## src/rtl/dmem_arbiter_pkg.sv

```systemverilog
// ---------------------------------------------------------------------------
// dmem_arb_pkg
// Shared types and constants for the data-memory arbiter slice.
//   DATA_W       : data/address width, taken from the `DATA_WIDTH macro
//   arb_state_t  : arbiter FSM state encoding
//   PORT_CORE    : port index of the core memory stage (port 0)
//   PORT_DBG     : port index of the debug/DMA master (port 1)
// ---------------------------------------------------------------------------
`ifndef DATA_WIDTH
`define DATA_WIDTH 32
`endif

package dmem_arb_pkg;

   localparam int DATA_W = `DATA_WIDTH;

   typedef enum logic [1:0] {
      ST_IDLE = 2'd0,
      ST_BUSY = 2'd1,
      ST_RESP = 2'd2
   } arb_state_t;

   localparam logic PORT_CORE = 1'b0;
   localparam logic PORT_DBG  = 1'b1;

endpackage

```

## src/rtl/dmem_arbiter_if.sv

```systemverilog
// ---------------------------------------------------------------------------
// dmem_arbiter_if
// Command/response bus between the arbiter and the data memory.
//   mem_req_o    : command valid (arbiter -> memory)
//   mem_we_o     : 1 = store, 0 = load
//   mem_addr_o   : byte address
//   mem_wdata_o  : store data
//   mem_funct3_o : access size/sign code
//   mem_ack_i    : single-cycle completion pulse (memory -> arbiter)
//   mem_rdata_i  : load data, valid with mem_ack_i
// master = arbiter side, slave = memory side.
// ---------------------------------------------------------------------------
interface dmem_arbiter_if;
   import dmem_arb_pkg::*;

   logic              mem_req_o;
   logic              mem_we_o;
   logic [DATA_W-1:0] mem_addr_o;
   logic [DATA_W-1:0] mem_wdata_o;
   logic [2:0]        mem_funct3_o;
   logic              mem_ack_i;
   logic [DATA_W-1:0] mem_rdata_i;

   modport master (
      output mem_req_o, mem_we_o, mem_addr_o, mem_wdata_o, mem_funct3_o,
      input  mem_ack_i, mem_rdata_i
   );

   modport slave (
      input  mem_req_o, mem_we_o, mem_addr_o, mem_wdata_o, mem_funct3_o,
      output mem_ack_i, mem_rdata_i
   );

endinterface

```

## src/rtl/dmem_arbiter_rr_arbiter2.sv

```systemverilog
// ---------------------------------------------------------------------------
// rr_arbiter2
// Two-way round-robin winner selection, purely combinational.
//   req        : request vector, bit N = port N
//   last_owner : port index that received the previous grant
//   gnt        : one-hot winner (or 0 when nobody requests)
// A lone requester always wins; on a tie the port that did not own the
// previous grant wins.
// ---------------------------------------------------------------------------
module rr_arbiter2
   import dmem_arb_pkg::*;
(
   input  logic [1:0] req,
   input  logic       last_owner,
   output logic [1:0] gnt
);

   always_comb begin
      gnt = 2'b00;
      case (req)
         2'b01:   gnt = 2'b01;
         2'b10:   gnt = 2'b10;
         2'b11:   gnt = (last_owner == PORT_DBG) ? 2'b01 : 2'b10;
         default: gnt = 2'b00;
      endcase
   end

endmodule

```

## src/rtl/dmem_arbiter.sv

```systemverilog
// ---------------------------------------------------------------------------
// dmem_arbiter
// Shares one data-memory port between the core memory stage (port 0) and a
// debug/DMA master (port 1). One transaction outstanding at a time; a stuck
// memory is aborted after TIMEOUT_CYCLES busy cycles with an error flag.
//   clk, rst_n          : clock, asynchronous active-low reset
//   pN_req_i/we_i/...   : request and command from port N
//   pN_gnt_o            : request accepted this cycle (combinational pulse)
//   pN_done_o/err_o     : completion pulse and timeout flag for port N
//   rdata_o             : load data, non-zero only during a done pulse
//   core_stall_o        : port 0 has a request that has not completed yet
//   mem                 : command/response bus to the data memory
// ---------------------------------------------------------------------------
module dmem_arbiter
   import dmem_arb_pkg::*;
#(
   parameter int TIMEOUT_CYCLES = 256
)(
   input  logic              clk,
   input  logic              rst_n,
   input  logic              p0_req_i,
   input  logic              p0_we_i,
   input  logic [DATA_W-1:0] p0_addr_i,
   input  logic [DATA_W-1:0] p0_wdata_i,
   input  logic [2:0]        p0_funct3_i,
   output logic              p0_gnt_o,
   output logic              p0_done_o,
   output logic              p0_err_o,
   input  logic              p1_req_i,
   input  logic              p1_we_i,
   input  logic [DATA_W-1:0] p1_addr_i,
   input  logic [DATA_W-1:0] p1_wdata_i,
   input  logic [2:0]        p1_funct3_i,
   output logic              p1_gnt_o,
   output logic              p1_done_o,
   output logic              p1_err_o,
   output logic [DATA_W-1:0] rdata_o,
   output logic              core_stall_o,
   dmem_arbiter_if.master    mem
);

   localparam int               CNT_W    = $clog2(TIMEOUT_CYCLES) + 1;
   localparam logic [CNT_W-1:0] CNT_LAST = CNT_W'(TIMEOUT_CYCLES - 1);

   arb_state_t        state, state_nxt;
   logic [1:0]        arb_gnt;
   logic              grant_any;
   logic              last_owner;
   logic              owner;
   logic [CNT_W-1:0]  cnt;
   logic              cmd_we;
   logic [DATA_W-1:0] cmd_addr;
   logic [DATA_W-1:0] cmd_wdata;
   logic [2:0]        cmd_funct3;
   logic [DATA_W-1:0] rdata_q;
   logic              err_q;

   rr_arbiter2 u_rr_arbiter2 (
      .req        ({p1_req_i, p0_req_i}),
      .last_owner (last_owner),
      .gnt        (arb_gnt)
   );

   assign grant_any = (state == ST_IDLE) && (arb_gnt != 2'b00);

   // State register
   always_ff @(posedge clk or negedge rst_n) begin
      if (!rst_n) state <= ST_IDLE;
      else        state <= state_nxt;
   end

   // Next-state logic; an ack in the last timeout cycle still exits normally
   always_comb begin
      state_nxt = state;
      case (state)
         ST_IDLE: if (grant_any) state_nxt = ST_BUSY;
         ST_BUSY: if (mem.mem_ack_i || (cnt == CNT_LAST)) state_nxt = ST_RESP;
         ST_RESP: state_nxt = ST_IDLE;
         default: state_nxt = ST_IDLE;
      endcase
   end

   // Command latch, ownership, timeout counter and response capture.
   // last_owner resets to port 1 so port 0 wins the first tie.
   always_ff @(posedge clk or negedge rst_n) begin
      if (!rst_n) begin
         last_owner <= PORT_DBG;
         owner      <= PORT_CORE;
         cnt        <= '0;
         cmd_we     <= 1'b0;
         cmd_addr   <= '0;
         cmd_wdata  <= '0;
         cmd_funct3 <= '0;
         rdata_q    <= '0;
         err_q      <= 1'b0;
      end else begin
         case (state)
            ST_IDLE: begin
               if (grant_any) begin
                  owner      <= arb_gnt[1];
                  last_owner <= arb_gnt[1];
                  cnt        <= '0;
                  cmd_we     <= arb_gnt[1] ? p1_we_i     : p0_we_i;
                  cmd_addr   <= arb_gnt[1] ? p1_addr_i   : p0_addr_i;
                  cmd_wdata  <= arb_gnt[1] ? p1_wdata_i  : p0_wdata_i;
                  cmd_funct3 <= arb_gnt[1] ? p1_funct3_i : p0_funct3_i;
               end
            end
            ST_BUSY: begin
               if (cnt != '1) cnt <= cnt + 1'b1;
               if (mem.mem_ack_i) begin
                  rdata_q <= cmd_we ? '0 : mem.mem_rdata_i;
                  err_q   <= 1'b0;
               end else if (cnt == CNT_LAST) begin
                  rdata_q <= '0;
                  err_q   <= 1'b1;
               end
            end
            ST_RESP: cnt <= '0;
            default: cnt <= '0;
         endcase
      end
   end

   assign mem.mem_we_o     = cmd_we;
   assign mem.mem_addr_o   = cmd_addr;
   assign mem.mem_wdata_o  = cmd_wdata;
   assign mem.mem_funct3_o = cmd_funct3;

   // Output logic; grants and stall are gated by rst_n so every output is
   // quiet while reset is asserted, even with requests pending.
   always_comb begin
      p0_gnt_o      = 1'b0;
      p1_gnt_o      = 1'b0;
      p0_done_o     = 1'b0;
      p1_done_o     = 1'b0;
      p0_err_o      = 1'b0;
      p1_err_o      = 1'b0;
      rdata_o       = '0;
      mem.mem_req_o = 1'b0;
      case (state)
         ST_IDLE: begin
            p0_gnt_o = rst_n & arb_gnt[0];
            p1_gnt_o = rst_n & arb_gnt[1];
         end
         ST_BUSY: mem.mem_req_o = 1'b1;
         ST_RESP: begin
            p0_done_o = (owner == PORT_CORE);
            p1_done_o = (owner == PORT_DBG);
            p0_err_o  = (owner == PORT_CORE) & err_q;
            p1_err_o  = (owner == PORT_DBG)  & err_q;
            rdata_o   = rdata_q;
         end
         default: ;
      endcase
      core_stall_o = rst_n & p0_req_i & ~p0_done_o;
   end

endmodule
```

## src/flat_wrapper.sv

```systemverilog
// flat-port wrapper written by rule: the top's interface ports become plain ports
module dmem_arbiter_flat import dmem_arb_pkg::*;
#(
   parameter int TIMEOUT_CYCLES = 256
)
  (clk, rst_n, p0_req_i, p0_we_i, p0_addr_i, p0_wdata_i, p0_funct3_i, p0_gnt_o, p0_done_o, p0_err_o, p1_req_i, p1_we_i, p1_addr_i, p1_wdata_i, p1_funct3_i, p1_gnt_o, p1_done_o, p1_err_o, rdata_o, core_stall_o, mem_mem_req_o, mem_mem_we_o, mem_mem_addr_o, mem_mem_wdata_o, mem_mem_funct3_o, mem_mem_ack_i, mem_mem_rdata_i);
  dmem_arbiter_if mem_i ();
  input  logic clk;
  input  logic rst_n;
  input  logic p0_req_i;
  input  logic p0_we_i;
  input  logic [DATA_W-1:0] p0_addr_i;
  input  logic [DATA_W-1:0] p0_wdata_i;
  input  logic [2:0] p0_funct3_i;
  output logic p0_gnt_o;
  output logic p0_done_o;
  output logic p0_err_o;
  input  logic p1_req_i;
  input  logic p1_we_i;
  input  logic [DATA_W-1:0] p1_addr_i;
  input  logic [DATA_W-1:0] p1_wdata_i;
  input  logic [2:0] p1_funct3_i;
  output logic p1_gnt_o;
  output logic p1_done_o;
  output logic p1_err_o;
  output logic [DATA_W-1:0] rdata_o;
  output logic core_stall_o;
  output wire logic [$bits(mem_i.mem_req_o)-1:0] mem_mem_req_o;
  output wire logic [$bits(mem_i.mem_we_o)-1:0] mem_mem_we_o;
  output wire logic [$bits(mem_i.mem_addr_o)-1:0] mem_mem_addr_o;
  output wire logic [$bits(mem_i.mem_wdata_o)-1:0] mem_mem_wdata_o;
  output wire logic [$bits(mem_i.mem_funct3_o)-1:0] mem_mem_funct3_o;
  input wire logic [$bits(mem_i.mem_ack_i)-1:0] mem_mem_ack_i;
  input wire logic [$bits(mem_i.mem_rdata_i)-1:0] mem_mem_rdata_i;
  assign mem_mem_req_o = mem_i.mem_req_o;
  assign mem_mem_we_o = mem_i.mem_we_o;
  assign mem_mem_addr_o = mem_i.mem_addr_o;
  assign mem_mem_wdata_o = mem_i.mem_wdata_o;
  assign mem_mem_funct3_o = mem_i.mem_funct3_o;
  assign mem_i.mem_ack_i = mem_mem_ack_i;
  assign mem_i.mem_rdata_i = mem_mem_rdata_i;
  dmem_arbiter #(.TIMEOUT_CYCLES(TIMEOUT_CYCLES)) u_core (.clk(clk), .rst_n(rst_n), .p0_req_i(p0_req_i), .p0_we_i(p0_we_i), .p0_addr_i(p0_addr_i), .p0_wdata_i(p0_wdata_i), .p0_funct3_i(p0_funct3_i), .p0_gnt_o(p0_gnt_o), .p0_done_o(p0_done_o), .p0_err_o(p0_err_o), .p1_req_i(p1_req_i), .p1_we_i(p1_we_i), .p1_addr_i(p1_addr_i), .p1_wdata_i(p1_wdata_i), .p1_funct3_i(p1_funct3_i), .p1_gnt_o(p1_gnt_o), .p1_done_o(p1_done_o), .p1_err_o(p1_err_o), .rdata_o(rdata_o), .core_stall_o(core_stall_o), .mem(mem_i));
endmodule
```

## config.mk

```make
export PLATFORM = sky130hd
export DESIGN_NAME = dmem_arbiter_flat
export DESIGN_NICKNAME = d
export VERILOG_FILES = /design/src/rtl/dmem_arbiter_pkg.sv /design/src/rtl/dmem_arbiter_if.sv /design/src/rtl/dmem_arbiter_rr_arbiter2.sv /design/src/rtl/dmem_arbiter.sv /design/src/flat_wrapper.sv
export SDC_FILE = /design/constraint.sdc
export NUM_CORES = 1
export LEC_CHECK = 0
export CORE_MARGIN = 2
export CORE_UTILIZATION = 44
export DETAILED_ROUTE_END_ITERATION = 16
export MAX_ROUTING_LAYER = met4
export PLACE_DENSITY = 0.85
export SYNTH_ARGS = -nofsm -noshare
export SYNTH_HDL_FRONTEND = slang
export SYNTH_SLANG_ARGS = --single-unit
export TNS_END_PERCENT = 50
```

## constraint.sdc

```tcl
create_clock -name clk -period 4.75 [get_ports clk]
set_clock_uncertainty 0.2 [all_clocks]
set_input_delay 0.7125 -clock clk [delete_from_list [all_inputs] [get_ports clk]]
set_output_delay 0.7125 -clock clk [all_outputs]
set_load 0.03 [all_outputs]
```

==> results.py <==
metrics = {
    "sta": {
        "slew_violations": 0,
        "hold_ws_ns": 0.298,
        "worst_pin_slew_ns": 1.28,
        "timing.fmax_mhz": 264,
        "finalSetupTns_ns": 0,
        "maxSlewHeadroom_pct": 14.5,
        "setup_violations": 0,
        "min_period_ns": 3.78,
        "timing.final.crit_share_pct": 79.7,
        "finalHoldViolCount": 0,
        "rsz0062_at_grt": "false",
    },
    "cells_and_area": {
        "final_nets": 934,
        "final_common_cell": "clkdlybuf4s50_1",
        "areaGrowthSynthToFinish_pct": 60.0,
        "fillers": 868,
        "fin_util_pct": 72.2,
        "drive_gt1_share_pct": 23.1,
        "final_cell_mix": "279 x clkdlybuf4s50_1, 127 x mux2_2, 113 x dfrtp_1",
    },
    "setup_path": {
        "crit_slowest_cell": "clkdlybuf4s50_1",
        "start_kind": "flop",
        "critPathMaxFanout": 33,
        "critical_path_class": "flop to output pin",
        "reg2reg_slack_ns": 1.86,
        "endpoint": "mem_mem_req_o",
        "r2r-end": "u_core.rdata_q[25]",
        "critical_path_arrival_ns": 2.87,
        "end_kind": "output pin",
        "crit_path_cell_trace": "nand2b_1 -> inv_1 -> clkdlybuf4s50_1",
        "critPathLaunch": "u_core.state[0]",
        "ff2ff_path_depth": 4,
        "r2r_start": "u_core.state[1]",
        "max_stage_delay_ns": 0.77,
        "critPathRequiredTime_ns": 3.84,
    },
    "detailed_routing": {
        "first_pass_iters": 5,
        "wl_mm": 17.2,
        "via_count": 4949,
        "post-route-drc-count": 0,
        "viasPerCell": 5.25,
        "drtAntennaViolNets": 0,
        "wl_per_cell_um": 18.2,
        "drt-initial-drc-count": 284,
    },
    "clock_tree": {
        "htreeDepth": 4,
        "clock_sink_count": 114,
        "cts-resized-gates": 0,
        "clockBufferDepth": 2,
        "clk_pin_slew_ns": 0.05,
        "cts_hold_buf": 0,
        "tritoncts": "done",
        "clock_latency_ns": 0.41,
        "post_cts_buffers": 0,
        "cts_buffers": 17,
        "root_buffer": "clkbuf_16",
    },
    "logic_synthesis": {
        "async_flop_share_pct": 100,
        "synth_fp_nets": 663,
        "netlist_area_um2": 5720,
        "synth_edf_count": 0,
        "synth_cell_type_count": 36,
        "yosys_register_bits": 114,
        "synth_area_leaders": "dfrtp_1 49%, mux2_2 25%, o21ai_0 5.8%",
        "synth.avg_cell_area_um2": 11.7,
        "synth_largest_area_cell": "dfrtp_1",
        "ys.flop_type": "dfrtp_1",
        "yosysTopAreaCellShare_pct": 49.5,
        "synth_cells": 487,
        "ys_seq_area_share_pct": 49.9,
        "yosysWarnings": 0,
    },
    "floorplan": {
        "start_util_pct": 45.1,
        "num_io_pins": 281,
        "die_h_um": 118,
        "die_w_um": 118,
        "die-area_um2": 13900,
        "row_count": 41,
        "core_area_um2": 12700,
    },
    "global_route": {
        "gr-total-overflow": 0,
        "grt_pass1_vias": 5150,
        "grt_pass1_wl_mm": 27.4,
        "grt_max_degree": 69,
        "antenna_found_initial": 2,
        "grt_use_total_pct": 26.0,
    },
    "place": {
        "dp_hpwl_mm": 12.6,
        "gp_congestion": 0.864,
        "port_buffers": 280,
    },
    "power": {
        "leakagePower_uw": 0.00371,
        "ir_drop_v": 0.000343,
        "power_density_nw_per_um2": 588,
    },
    "hold_path": {
        "hold_path_class": "flop to flop",
    },
    "status": {
        "status": "completed",
    },
    "flow_run": {
        "max_cap_viol_count": 0,
    },
}
-- flip-flops by register name, indices dropped and copies added (netlist names) --
register                 flops
u_core.state                 2
u_core.err_q                 1
u_core.mem.mem_funct3_o      3
u_core.mem.mem_addr_o       32
u_core.owner                 1
u_core.mem.mem_wdata_o      32
u_core.mem.mem_we_o          1
u_core.rdata_q              32
u_core.cnt                   9
u_core.last_owner            1
-- how the worst min path moves through the flow --
stage / cells past startpoint / end / slack (ns) / from
6_report: 2 / u_core.rdata_q[11] / 0.30 / u_core.rdata_q[11]
5_1_grt: 1 / u_core.mem.mem_addr_o[13] / 0.31 / u_core.mem.mem_addr_o[13]
4_1_cts: 2 / u_core.rdata_q[11] / 0.30 / u_core.rdata_q[11]
3_5_place_dp: 2 / u_core.rdata_q[2] / 0.29 / u_core.rdata_q[2]
3_3_place_gp: 2 / u_core.rdata_q[11] / 0.28 / u_core.rdata_q[11]
2_1_floorplan: 0 / u_core.cnt[0] / 0.22 / rst_n
-- critical path, delay by kind of cell (launching register included) --
| family | cells | cell delay (ns) |
|---|---|---|
| simple gates | 1 | 0.69 |
| flops | 1 | 0.61 |
| buf+inv | 2 | 1.16 |
-- metal layers --
layer / part of all wire, % / GRT usage (%) / up-vias
li1: - / - / 2266
met1: 39 / 29.0 / 2374
met5: 0 / - / -
met2: 48 / 41.1 / 260
met3: 9.7 / 9.69 / 49
met4: 3.9 / 13.0 / 0
-- per-stage QoR --
stage	power [µW]	setup slack [ns]	area, µm²	instances
finish	5380	0.966	9150	943
detailed placement	4270	1.14	8610	911
global placement	4180	1.20	8610	911
global route	5650	0.814	9150	943
CTS	5430	0.997	9140	941
floorplan	3190	1.34	5720	487
-- synthesized netlist by cell type (2+ instances only) --
| cell | number |
|---|---|
| mux2_2 | 127 |
| dfrtp_1 | 113 |
| o21ai_0 | 66 |
| nand2_1 | 36 |
| and2_1 | 35 |
| clkbuf_1 | 15 |
| buf_2 | 14 |
| a21oi_1 | 11 |
| mux2_4 | 9 |
| inv_1 | 6 |
| nor2_1 | 6 |
| o31ai_1 | 5 |
| or4_1 | 5 |
| buf_6 | 4 |
| ha_1 | 3 |
| nand2b_1 | 3 |
| nor2b_1 | 3 |
| a31oi_1 | 2 |
| and3_1 | 2 |
| buf_4 | 2 |
| nand3_1 | 2 |
| nand3b_1 | 2 |
| o21ai_1 | 2 |
| or3_1 | 2 |
-- power by group --
group | total (µW) | internal [µW] | switching (µW)
Clock | 1130 | 722 | 408
Sequential | 1670 | 1420 | 251
Combinational | 2580 | 1210 | 1380
-- cells by family (layout without fill, tap and decap cells) --
kind of cell               Yosys count  count (layout)  synth area share (%)
other                                0               2                     0
muxes                              136             136                  27.4
DFF                                114             114                  49.9
AOI/OAI and AO/OA                   91              91                  8.71
buffers and inverters               41             323                  3.65
and+or+nand+nor                    102             102                  9.67
adders and majority gates            3               3                 0.657
-- layout make-up --
class	instances	area (µm²)	share of cell area [%]
Tap cell	172	215	2.35
Sequential cell	114	2850	31.2
Clock buffer	24	502	5.48
Timing Repair Buffer	287	2850	31.2
Multi-Input combinational cell	332	2670	29.1
Inverter	6	22.5	0.246
Antenna cell	2	5.00	0.0547
Clock inverter	6	30.0	0.328
Note: power is estimated with default switching activity, not from simulation.
